$ cat src/rtl/sw_read_pkg.sv
// Register map, response codes and read FSM encoding shared by the switch read-back slave.
package sw_read_pkg;

   localparam logic [1:0] REG_LEVEL  = 2'd0;
   localparam logic [1:0] REG_CHANGE = 2'd1;
   localparam logic [1:0] REG_INFO   = 2'd2;

   localparam logic [1:0] RESP_OKAY   = 2'b00;
   localparam logic [1:0] RESP_SLVERR = 2'b10;

   localparam logic [15:0] INFO_MAGIC = 16'h5357;

   localparam logic [0:0] ST_IDLE = 1'b0;
   localparam logic [0:0] ST_RESP = 1'b1;

   function automatic logic [31:0] info_word(input int unsigned width);
      return {INFO_MAGIC, 8'd0, 8'(width)};
   endfunction

endpackage

$ cat src/rtl/sw_debounce.sv
// Two-flop synchronizer, free-running tick counter and vector debounce for switch inputs.
// A bit's level follows its sample only when two consecutive tick samples agree.
module sw_debounce #(
   parameter int unsigned Width   = 8,
   parameter int unsigned DebBits = 20
) (
   input  logic             clk_i,
   input  logic             rst_ni,
   input  logic [Width-1:0] sw_i,
   output logic [Width-1:0] level_o,
   output logic [Width-1:0] change_o
);

   logic [Width-1:0]   sync1_q, sync2_q;
   logic [Width-1:0]   sample_q, sample_d;
   logic [Width-1:0]   level_q, level_d;
   logic [DebBits-1:0] cnt_q;
   logic               tick;

   // Counter wraps to zero on the tick edge.
   assign tick = &cnt_q;

   always_comb begin
      sample_d = sample_q;
      level_d  = level_q;
      change_o = '0;
      if (tick) begin
         sample_d = sync2_q;
         change_o = ~(sync2_q ^ sample_q) & (sync2_q ^ level_q);
         level_d  = level_q ^ change_o;
      end
   end

   always_ff @(posedge clk_i or negedge rst_ni) begin
      if (!rst_ni) begin
         sync1_q  <= '0;
         sync2_q  <= '0;
         sample_q <= '0;
         level_q  <= '0;
         cnt_q    <= '0;
      end else begin
         sync1_q  <= sw_i;
         sync2_q  <= sync1_q;
         sample_q <= sample_d;
         level_q  <= level_d;
         cnt_q    <= cnt_q + DebBits'(1);
      end
   end

   assign level_o = level_q;

endmodule

$ cat src/rtl/sw_read_logic.sv
// AXI4-Lite read-only slave returning debounced switch levels, a read-to-clear change latch
// and an ID word. Define SW_READ_IRQ_EN to add the irq output (registered OR of CHANGE).
module sw_read_logic
   import sw_read_pkg::*;
#(
   parameter int unsigned sw_width           = 8,
   parameter int unsigned deb_bits           = 20,
   parameter int unsigned C_S_AXI_ADDR_WIDTH = 4
) (
   input  logic                          s_axi_aclk,
   input  logic                          s_axi_aresetn,
   input  logic [sw_width-1:0]           sw_in,
   input  logic [C_S_AXI_ADDR_WIDTH-1:0] s_axi_araddr,
   input  logic                          s_axi_arvalid,
   output logic                          s_axi_arready,
   output logic [31:0]                   s_axi_rdata,
   output logic [1:0]                    s_axi_rresp,
   output logic                          s_axi_rvalid,
   input  logic                          s_axi_rready
`ifdef SW_READ_IRQ_EN
   ,
   output logic                          irq
`endif
);

   logic [sw_width-1:0] level, chg_evt, clr_mask;
   logic [sw_width-1:0] change_q, change_d;
   logic [0:0]          state_q, state_d;
   logic                arready_q, arready_d;
   logic                clr_pend_q, clr_pend_d;
   logic [31:0]         rdata_q, rdata_d;
   logic [1:0]          rresp_q, rresp_d;
   logic [1:0]          word;
   logic                ar_fire, r_fire;
   logic                unused_addr;

   sw_debounce #(
      .Width   (sw_width),
      .DebBits (deb_bits)
   ) u_debounce (
      .clk_i    (s_axi_aclk),
      .rst_ni   (s_axi_aresetn),
      .sw_i     (sw_in),
      .level_o  (level),
      .change_o (chg_evt)
   );

   assign word        = s_axi_araddr[3:2];
   assign unused_addr = ^s_axi_araddr;
   assign ar_fire     = s_axi_arvalid & arready_q;
   assign r_fire      = (state_q == ST_RESP) & s_axi_rready;

   always_comb begin
      state_d    = state_q;
      arready_d  = arready_q;
      clr_pend_d = clr_pend_q;
      rdata_d    = rdata_q;
      rresp_d    = rresp_q;
      case (state_q)
         ST_IDLE: begin
            if (ar_fire) begin
               state_d    = ST_RESP;
               arready_d  = 1'b0;
               clr_pend_d = 1'b0;
               rdata_d    = '0;
               rresp_d    = RESP_OKAY;
               case (word)
                  REG_LEVEL:  rdata_d[sw_width-1:0] = level;
                  REG_CHANGE: begin
                     rdata_d[sw_width-1:0] = change_q;
                     clr_pend_d            = 1'b1;
                  end
                  REG_INFO:   rdata_d = info_word(sw_width);
                  default:    rresp_d = RESP_SLVERR;
               endcase
            end else begin
               // Also holds arready low for one idle cycle after each response.
               arready_d = 1'b1;
            end
         end
         ST_RESP: begin
            if (s_axi_rready) begin
               state_d = ST_IDLE;
            end
         end
         default: state_d = ST_IDLE;
      endcase
   end

   // Clear only what was returned; a same-clock change event keeps its bit set.
   assign clr_mask = (r_fire && clr_pend_q) ? rdata_q[sw_width-1:0] : '0;
   assign change_d = (change_q & ~clr_mask) | chg_evt;

   always_ff @(posedge s_axi_aclk or negedge s_axi_aresetn) begin
      if (!s_axi_aresetn) begin
         state_q    <= ST_IDLE;
         arready_q  <= 1'b0;
         clr_pend_q <= 1'b0;
         rdata_q    <= '0;
         rresp_q    <= RESP_OKAY;
         change_q   <= '0;
      end else begin
         state_q    <= state_d;
         arready_q  <= arready_d;
         clr_pend_q <= clr_pend_d;
         rdata_q    <= rdata_d;
         rresp_q    <= rresp_d;
         change_q   <= change_d;
      end
   end

   assign s_axi_arready = arready_q;
   assign s_axi_rvalid  = (state_q == ST_RESP);
   assign s_axi_rdata   = rdata_q;
   assign s_axi_rresp   = rresp_q;

`ifdef SW_READ_IRQ_EN
   logic irq_q;

   always_ff @(posedge s_axi_aclk or negedge s_axi_aresetn) begin
      if (!s_axi_aresetn) begin
         irq_q <= 1'b0;
      end else begin
         irq_q <= |change_q;
      end
   end

   assign irq = irq_q;
`endif

endmodule

$ cat config.mk
export PLATFORM = sky130hd
export DESIGN_NAME = sw_read_logic
export DESIGN_NICKNAME = d
export VERILOG_FILES = /design/src/rtl/sw_read_pkg.sv /design/src/rtl/sw_debounce.sv /design/src/rtl/sw_read_logic.sv
export SDC_FILE = /design/constraint.sdc
export NUM_CORES = 1
export LEC_CHECK = 0
export BUFFER_PORTS_ARGS = -buffer_cell sky130_fd_sc_hd__buf_2
export CAP_MARGIN = 20
export CORE_AREA = 4 4 95 97
export DETAILED_ROUTE_END_ITERATION = 7
export DIE_AREA = 0 0 99 101
export PLACE_DENSITY = 0.61
export SYNTH_ARGS = -nofsm -noshare
export SYNTH_HDL_FRONTEND = slang
export SYNTH_HIERARCHICAL = 1
export SYNTH_SLANG_ARGS = --single-unit
export TNS_END_PERCENT = 50
$ cat constraint.sdc
create_clock -name s_axi_aclk -period 5.95 [get_ports s_axi_aclk]
set_input_delay 0.595 -clock s_axi_aclk [delete_from_list [all_inputs] [get_ports s_axi_aclk]]
set_output_delay 0.595 -clock s_axi_aclk [all_outputs]
set_load 0.01 [all_outputs]
==> metrics.md, run 1 <==
| Metric | Value |
|---|---|
| DR vias | 2025 |
| Postcts setup bufs | 0 |
| First-pass DRT Iterations | 6 |
| Status | finished, final reports clean |
| Share of layout cells above drive strength 1 | 0.196 |
| DIE AREA | 10000 µm² |
| Height of the die | 101 µm |
| Diode count | 0 |
| Worst-Margin Slew | 0.968 ns |
| Final WL | 5370 µm |
| Final Cycle Share | 0.419 |
| Pwr/cell area | 284 nW/µm² |
| Crit-path cells | ha_1, nand4_2, or3_1, or2_1, mux2_2 |
| TritonCTS clock tree | yes |
| Maximum vdd drop | 103 µV |
| Worst Path Arrival | 2.72 ns |
| Min Tclk post-route | 2.49 ns |
| Initial antenna violation count | 0 |
| CTS Buf Count | 9 |
| RSZ-0062 raised after global routing | no |
| Yosys warning count | 6 |
| Final GP Congestion | 0.715 |
| Antenna-violating nets left | 0 |
| Initial Utilization | 0.398 |
| Multi-input logic area | 1200 µm² |
| Top_reg_cell synth | dfrtp_1 |
| Area post-placement | 3340 µm² |
| Most common cell in the netlist | dfrtp_1 |
| CTS H-tree depth | 3 |
| Gr ovfl total | 0 |
| Leading area contributor after synthesis | dfrtp_1 |
| Reg area | 1830 µm² |
| WS Path Type | register to register |
| Clock Skew | 0.00752 ns |
| Average cell area after synthesis | 11.2 µm² |
| Iter 0 DRT Violations | 64 |
| Max_cap viols | 0 |
| Max FO, Critical Path | 24 |
| Synthesized cell area | 3240 µm² |
| Drt drc | 0 |
| Final instance area | 3490 µm² |
| Root Buffer | clkbuf_8 |
| Ports | 52 |
| Die Span X | 99 µm |
| Setup TNS | 0 ns |
| Leak | 1.77 nW |
| Worst setup EP type | register |
| Final nets | 331 |
| Startpoint types | register |
| Cells after synthesis | 288 |
| First-pass GRT wire length | 9400 µm |
| Post_cts resized | 0 |
| Flop and latch count out of synthesis | 73 |
| Commonest cells post-synth | 73 x dfrtp_1, 32 x nand2_1, 28 x nor2_1, 25 x buf_4, 21 x o21ai_0 |
| Hold Crit Class | register to register |
| PortBufs | 33 |
| Bufs on Longest Clock Path | 2 |
| Detailed placer's ending HPWL | 3470 µm |
| Top-area cell type share of the netlist area | 0.564 |
| Pins over their slew limit | 0 |
| Row Count | 33 |
| Vias/cell | 4.81 |
| Layout Area Growth over Synthesis | 7.81% |
| Fillers | 773 |
| Vias in the first global route | 2018 |
| Final hold vios | 0 |
| Seq/Total Area, Yosys | 0.564 |
| Clk slew on worst S/H paths | 0.07 ns |
| Final setup violation count | 0 |
| Netlist cell types | 34 |
| Fmax | 401 MHz |
| Clock sink count | 73 |
| Worst skew pair latency | 0.34 ns |
| Crit path largest cell delay | 0.81 ns |
| Core Region | 8130 µm² |
| DR WL/cell | 12.8 µm |
| CP required | 6.18 ns |
| Hold-fix buffers at CTS | 0 |
| Pin count of the biggest net entering global routing | 74 |
| Crit path max-delay cell type | or2_1 |
| Synth area leaders | dfrtp_1 56%, buf_4 5.8%, nand2_1 3.7% |
| Post-synth EDFFs | 0 |
| Post-synth ARST share | 1.00 |
| Max_slew headroom | 0.355 |
| Global Route Usage Sum | 0.120 |
-- path summary, 6_finish.rpt --
kind | start | endpoint | slack (ns) | cells after the start
max | u_debounce/cnt_q[0] | u_debounce/sample_q[0] | 3.46 | 5
min | u_debounce/sync1_q[4] | u_debounce/sync2_q[4] | 0.34 | 0
max reg2reg | u_debounce/cnt_q[0] | u_debounce/sample_q[0] | 3.46 | 5
min reg2reg | u_debounce/sync1_q[4] | u_debounce/sync2_q[4] | 0.34 | 0
max in group asynchronous | s_axi_aresetn | u_debounce/sample_q[0] | 4.99 | 1
min in group asynchronous | s_axi_aresetn | u_debounce/sample_q[3] | 0.39 | 1
-- report_power, final --
group          switching [mW]  leakage, nW  total [mW]  internal, mW
Combinational          0.0818        0.731       0.127        0.0453
Clock                   0.166       0.0782       0.321         0.155
Sequential             0.0205        0.960       0.541         0.521
-- cell usage in the layout, fill, tap and decap left out, drive strengths merged --
cell type and n:
dfrtp 73, buf 33, nand2 32, nor2 28
o21ai 21, conb 16, clkbuf 12, xnor2 10
a21o 8, xor2 8, a21oi 8, o211ai 8
mux2 8, mux2i 7, o31ai 7, nand3 7
and3 5, nand4 5, inv 4, nand2b 2
and4 2, nor4 2, nor3 2, nand3b 1
o21a 1, o22a 1, clkinv 1, and2 1
or3 1, or2 1, ha 1
-- cells by family after synthesis --
logic type / count (synthesis) / share of synthesized area
DFF: 73 / 0.564
muxes: 15 / 0.0541
AOI/OAI and AO/OA: 54 / 0.114
other: 1 / 0.00116
adders and majority gates: 1 / 0.00386
and+or+nand+nor: 89 / 0.131
xor gates and xnor gates: 18 / 0.0487
buffers and inverters: 37 / 0.0827
-- layer usage --
metal	vias up	wire length, µm	GRT usage
met2	50	2380	0.191
li1	994	-	-
met1	972	2520	0.145
met4	0	104	0.0536
met5	-	0	0
met3	9	370	0.0457
-- stage by stage --
stage	hold WS [ns]	cells	power, mW	utilization	setup WS (ns)
floorplan	0.299	303	0.667	-	3.91
global placement	0.334	408	0.678	0.411	3.46
detailed placement	0.335	408	0.681	0.411	3.44
CTS	0.333	421	1.01	0.429	3.42
global route	0.335	421	1.04	0.429	3.25
finish	0.344	421	0.990	0.429	3.46
-- worst max-delay path: cells and delay by family, from the launching register on --
| family | cells | cell delay, ns |
|---|---|---|
| and+or+nand+nor | 3 | 1.30 |
| DFF | 1 | 0.41 |
| muxes | 1 | 0.41 |
| adders and majority gates | 1 | 0.25 |
-- cell type report --
cell class / count / area share
Clock buffer: 12 / 0.0416
Inverter: 4 / 0.00430
Tap cell: 105 / 0.0376
Timing Repair Buffer: 33 / 0.0480
Multi-Input combinational cell: 193 / 0.344
Sequential cell: 73 / 0.523
Clock inverter: 1 / 0.00143
(Power assumes the default switching activity.)
==> inputs of run 2 (changes only) <==
- clock period: 5.95 -> 2.54 ns (I/O delays scaled with it)
==> metrics.md, run 2 (synthesis gave the netlist of run 1 again) <==
| Metric | Value |
|---|---|
| Final Cycle Share | 0.776 |
| Antenna-violating nets left | 0 |
| Final instance area | 3650 µm² |
| R2R Path Start | u_debounce/cnt_q[0] |
| Fmax | 507 MHz |
| Leak | 1.83 nW |
| Height of the die | 101 µm |
| WS Path Type | register to register |
| RSZ-0062 raised after global routing | no |
| Root Buffer | clkbuf_8 |
| Worst Path Arrival | 2.20 ns |
| Comb pwr share | 0.124 |
| Crit path to | u_debounce/sample_q[3] |
| Crit-path cells | ha_1, nand4_2, or3_1, or2_1, buf_4, mux2_4 |
| Pins over their slew limit | 0 |
| Post_cts resized | 0 |
| Final hold vios | 0 |
| Maximum vdd drop | 326 µV |
| Fillers | 753 |
| Hold Crit Class | input port to async pin |
| Commonest non-fill, non-tap cells in the layout | 73 x dfrtp_1, 32 x nand2_1, 32 x buf_2, 28 x nor2_1, 21 x o21ai_0 |
| Crit path max-delay cell type | dfrtp_1 |
| Initial Utilization | 0.398 |
| Setup slack, reg-to-reg | 0.57 ns |
| Bufs on Longest Clock Path | 2 |
| Diode count | 0 |
| Initial antenna violation count | 0 |
| DR WL/cell | 12.2 µm |
| Min Tclk post-route | 1.97 ns |
| Worst skew pair latency | 0.34 ns |
| DR vias | 2129 |
| Global Route Usage Sum | 0.117 |
| First-pass DRT Iterations | 4 |
| Internal power | 1.79 mW |
| Max_slew headroom | 0.397 |
| Hold Worst Slack | 0.0308 ns |
| Sw Share | 0.275 |
| Clock sink count | 73 |
| Clk slew on worst S/H paths | 0.08 ns |
| DIE AREA | 10000 µm² |
| CP Launch Point | u_debounce/cnt_q[0] |
| PortBufs | 33 |
| Iter 0 DRT Violations | 106 |
| Pwr/cell area | 677 nW/µm² |
| Reg2Reg Depth | 6 |
| Final nets | 343 |
| CTS H-tree depth | 3 |
| Final GP Congestion | 0.748 |
| Pin count of the biggest net entering global routing | 74 |
| Startpoint types | register |
| Worst setup EP type | register |
| Core Region | 8130 µm² |
| Layout Area Growth over Synthesis | 12.6% |
| Share of layout cells above drive strength 1 | 0.211 |
| First-pass GRT wire length | 9280 µm |
| RR Endpoint | u_debounce/sample_q[3] |
| Final setup violation count | 0 |
| Max FO, Critical Path | 12 |
| Sw Pwr | 0.679 mW |
| CP required | 2.77 ns |
| Detailed placer's ending HPWL | 3510 µm |
| Clk pwr share | 0.363 |
| Ports | 52 |
| Commonest non-fill, non-tap cell in the layout | dfrtp_1 |
| Gr ovfl total | 0 |
| Drt drc | 0 |
| Final WL | 5340 µm |
| Status | finished, final reports clean |
| Vias/cell | 4.88 |
| CTS Buf Count | 9 |
| Crit path largest cell delay | 0.38 ns |
| Max_cap viols | 0 |
| Clock Skew | 0.00834 ns |
| Postcts setup bufs | 0 |
| Total power | 2.47 mW |
| Setup TNS | 0 ns |
| Die Span X | 99 µm |
| Vias in the first global route | 2034 |
| TritonCTS clock tree | yes |
| Area post-placement | 3370 µm² |
| Worst-Margin Slew | 0.905 ns |
| Hold-fix buffers at CTS | 7 |
| Row Count | 33 |
| Flop pwr share | 0.513 |
-- run 2: changes by cell type in the layout (fill, tap and decap cells not counted) --
| cell | previous run | this run |
|---|---|---|
| clkinv_4 | 0 | 1 |
| clkinvlp_4 | 0 | 2 |
| bufinv_16 | 0 | 1 |
| buf_4 | 1 | 5 |
| clkbuf_1 | 2 | 1 |
| inv_6 | 0 | 1 |
| clkbuf_8 | 10 | 9 |
| dlygate4sd3_1 | 0 | 8 |
-- run 2: power groups by stage --
stage / combinational, mW / sequential [mW] / clock [mW]
2_1_floorplan: 0.255 / 1.31 / 0
3_3_place_gp: 0.302 / 1.29 / 0
3_5_place_dp: 0.303 / 1.29 / 0
4_1_cts: 0.311 / 1.27 / 0.933
5_1_grt: 0.339 / 1.28 / 0.983
6_report: 0.307 / 1.27 / 0.895
-- run 2: worst min path at each step --
stage	startpoint	end	slack [ns]	depth (start not counted)
4_1_cts	sw_in[7]	u_debounce/sync1_q[7]	0.001	1
5_1_grt	s_axi_aresetn	u_debounce/sample_q[3]	0.10	1
3_5_place_dp	u_debounce/sync1_q[7]	u_debounce/sync2_q[7]	0.33	0
6_report	s_axi_aresetn	u_debounce/sample_q[3]	0.03	1
3_3_place_gp	u_debounce/sync1_q[0]	u_debounce/sync2_q[0]	0.33	0
2_1_floorplan	s_axi_aresetn	change_q[0]	-0.04	0
-- run 2: stage by stage --
step | utilization | std cells | setup WS, ns
after detailed placement | 0.414 | 412 | 0.558
final | 0.448 | 436 | 0.569
after floorplan | - | 303 | 0.505
after global placement | 0.414 | 412 | 0.586
after global routing | 0.448 | 436 | 0.409
after CTS | 0.447 | 435 | 0.554
-- run 2: routing by layer --
metal	up-vias	track usage	routed length, µm
met5	-	0	0
met2	52	0.182	2410
met3	6	0.0443	370
li1	1022	-	-
met1	1049	0.146	2490
met4	0	0.0483	73
-- run 2: cell type report --
cell class,count,area (µm²),share of cell area
Sequential cell,73,1830,0.501
Multi-Input combinational cell,193,1200,0.329
Timing Repair Buffer,45,278,0.0762
Tap cell,105,131,0.0360
Clock buffer,10,128,0.0350
Clock inverter,6,67.6,0.0185
Inverter,4,15.0,0.00412
-- run 2: critical path, delay by kind of cell (launching register included) --
| family | cells | cell delay, ns |
|---|---|---|
| fa+ha+maj | 1 | 0.23 |
| simple gates | 3 | 0.75 |
| flops | 1 | 0.38 |
| mux | 1 | 0.30 |
| buf+inv | 1 | 0.20 |
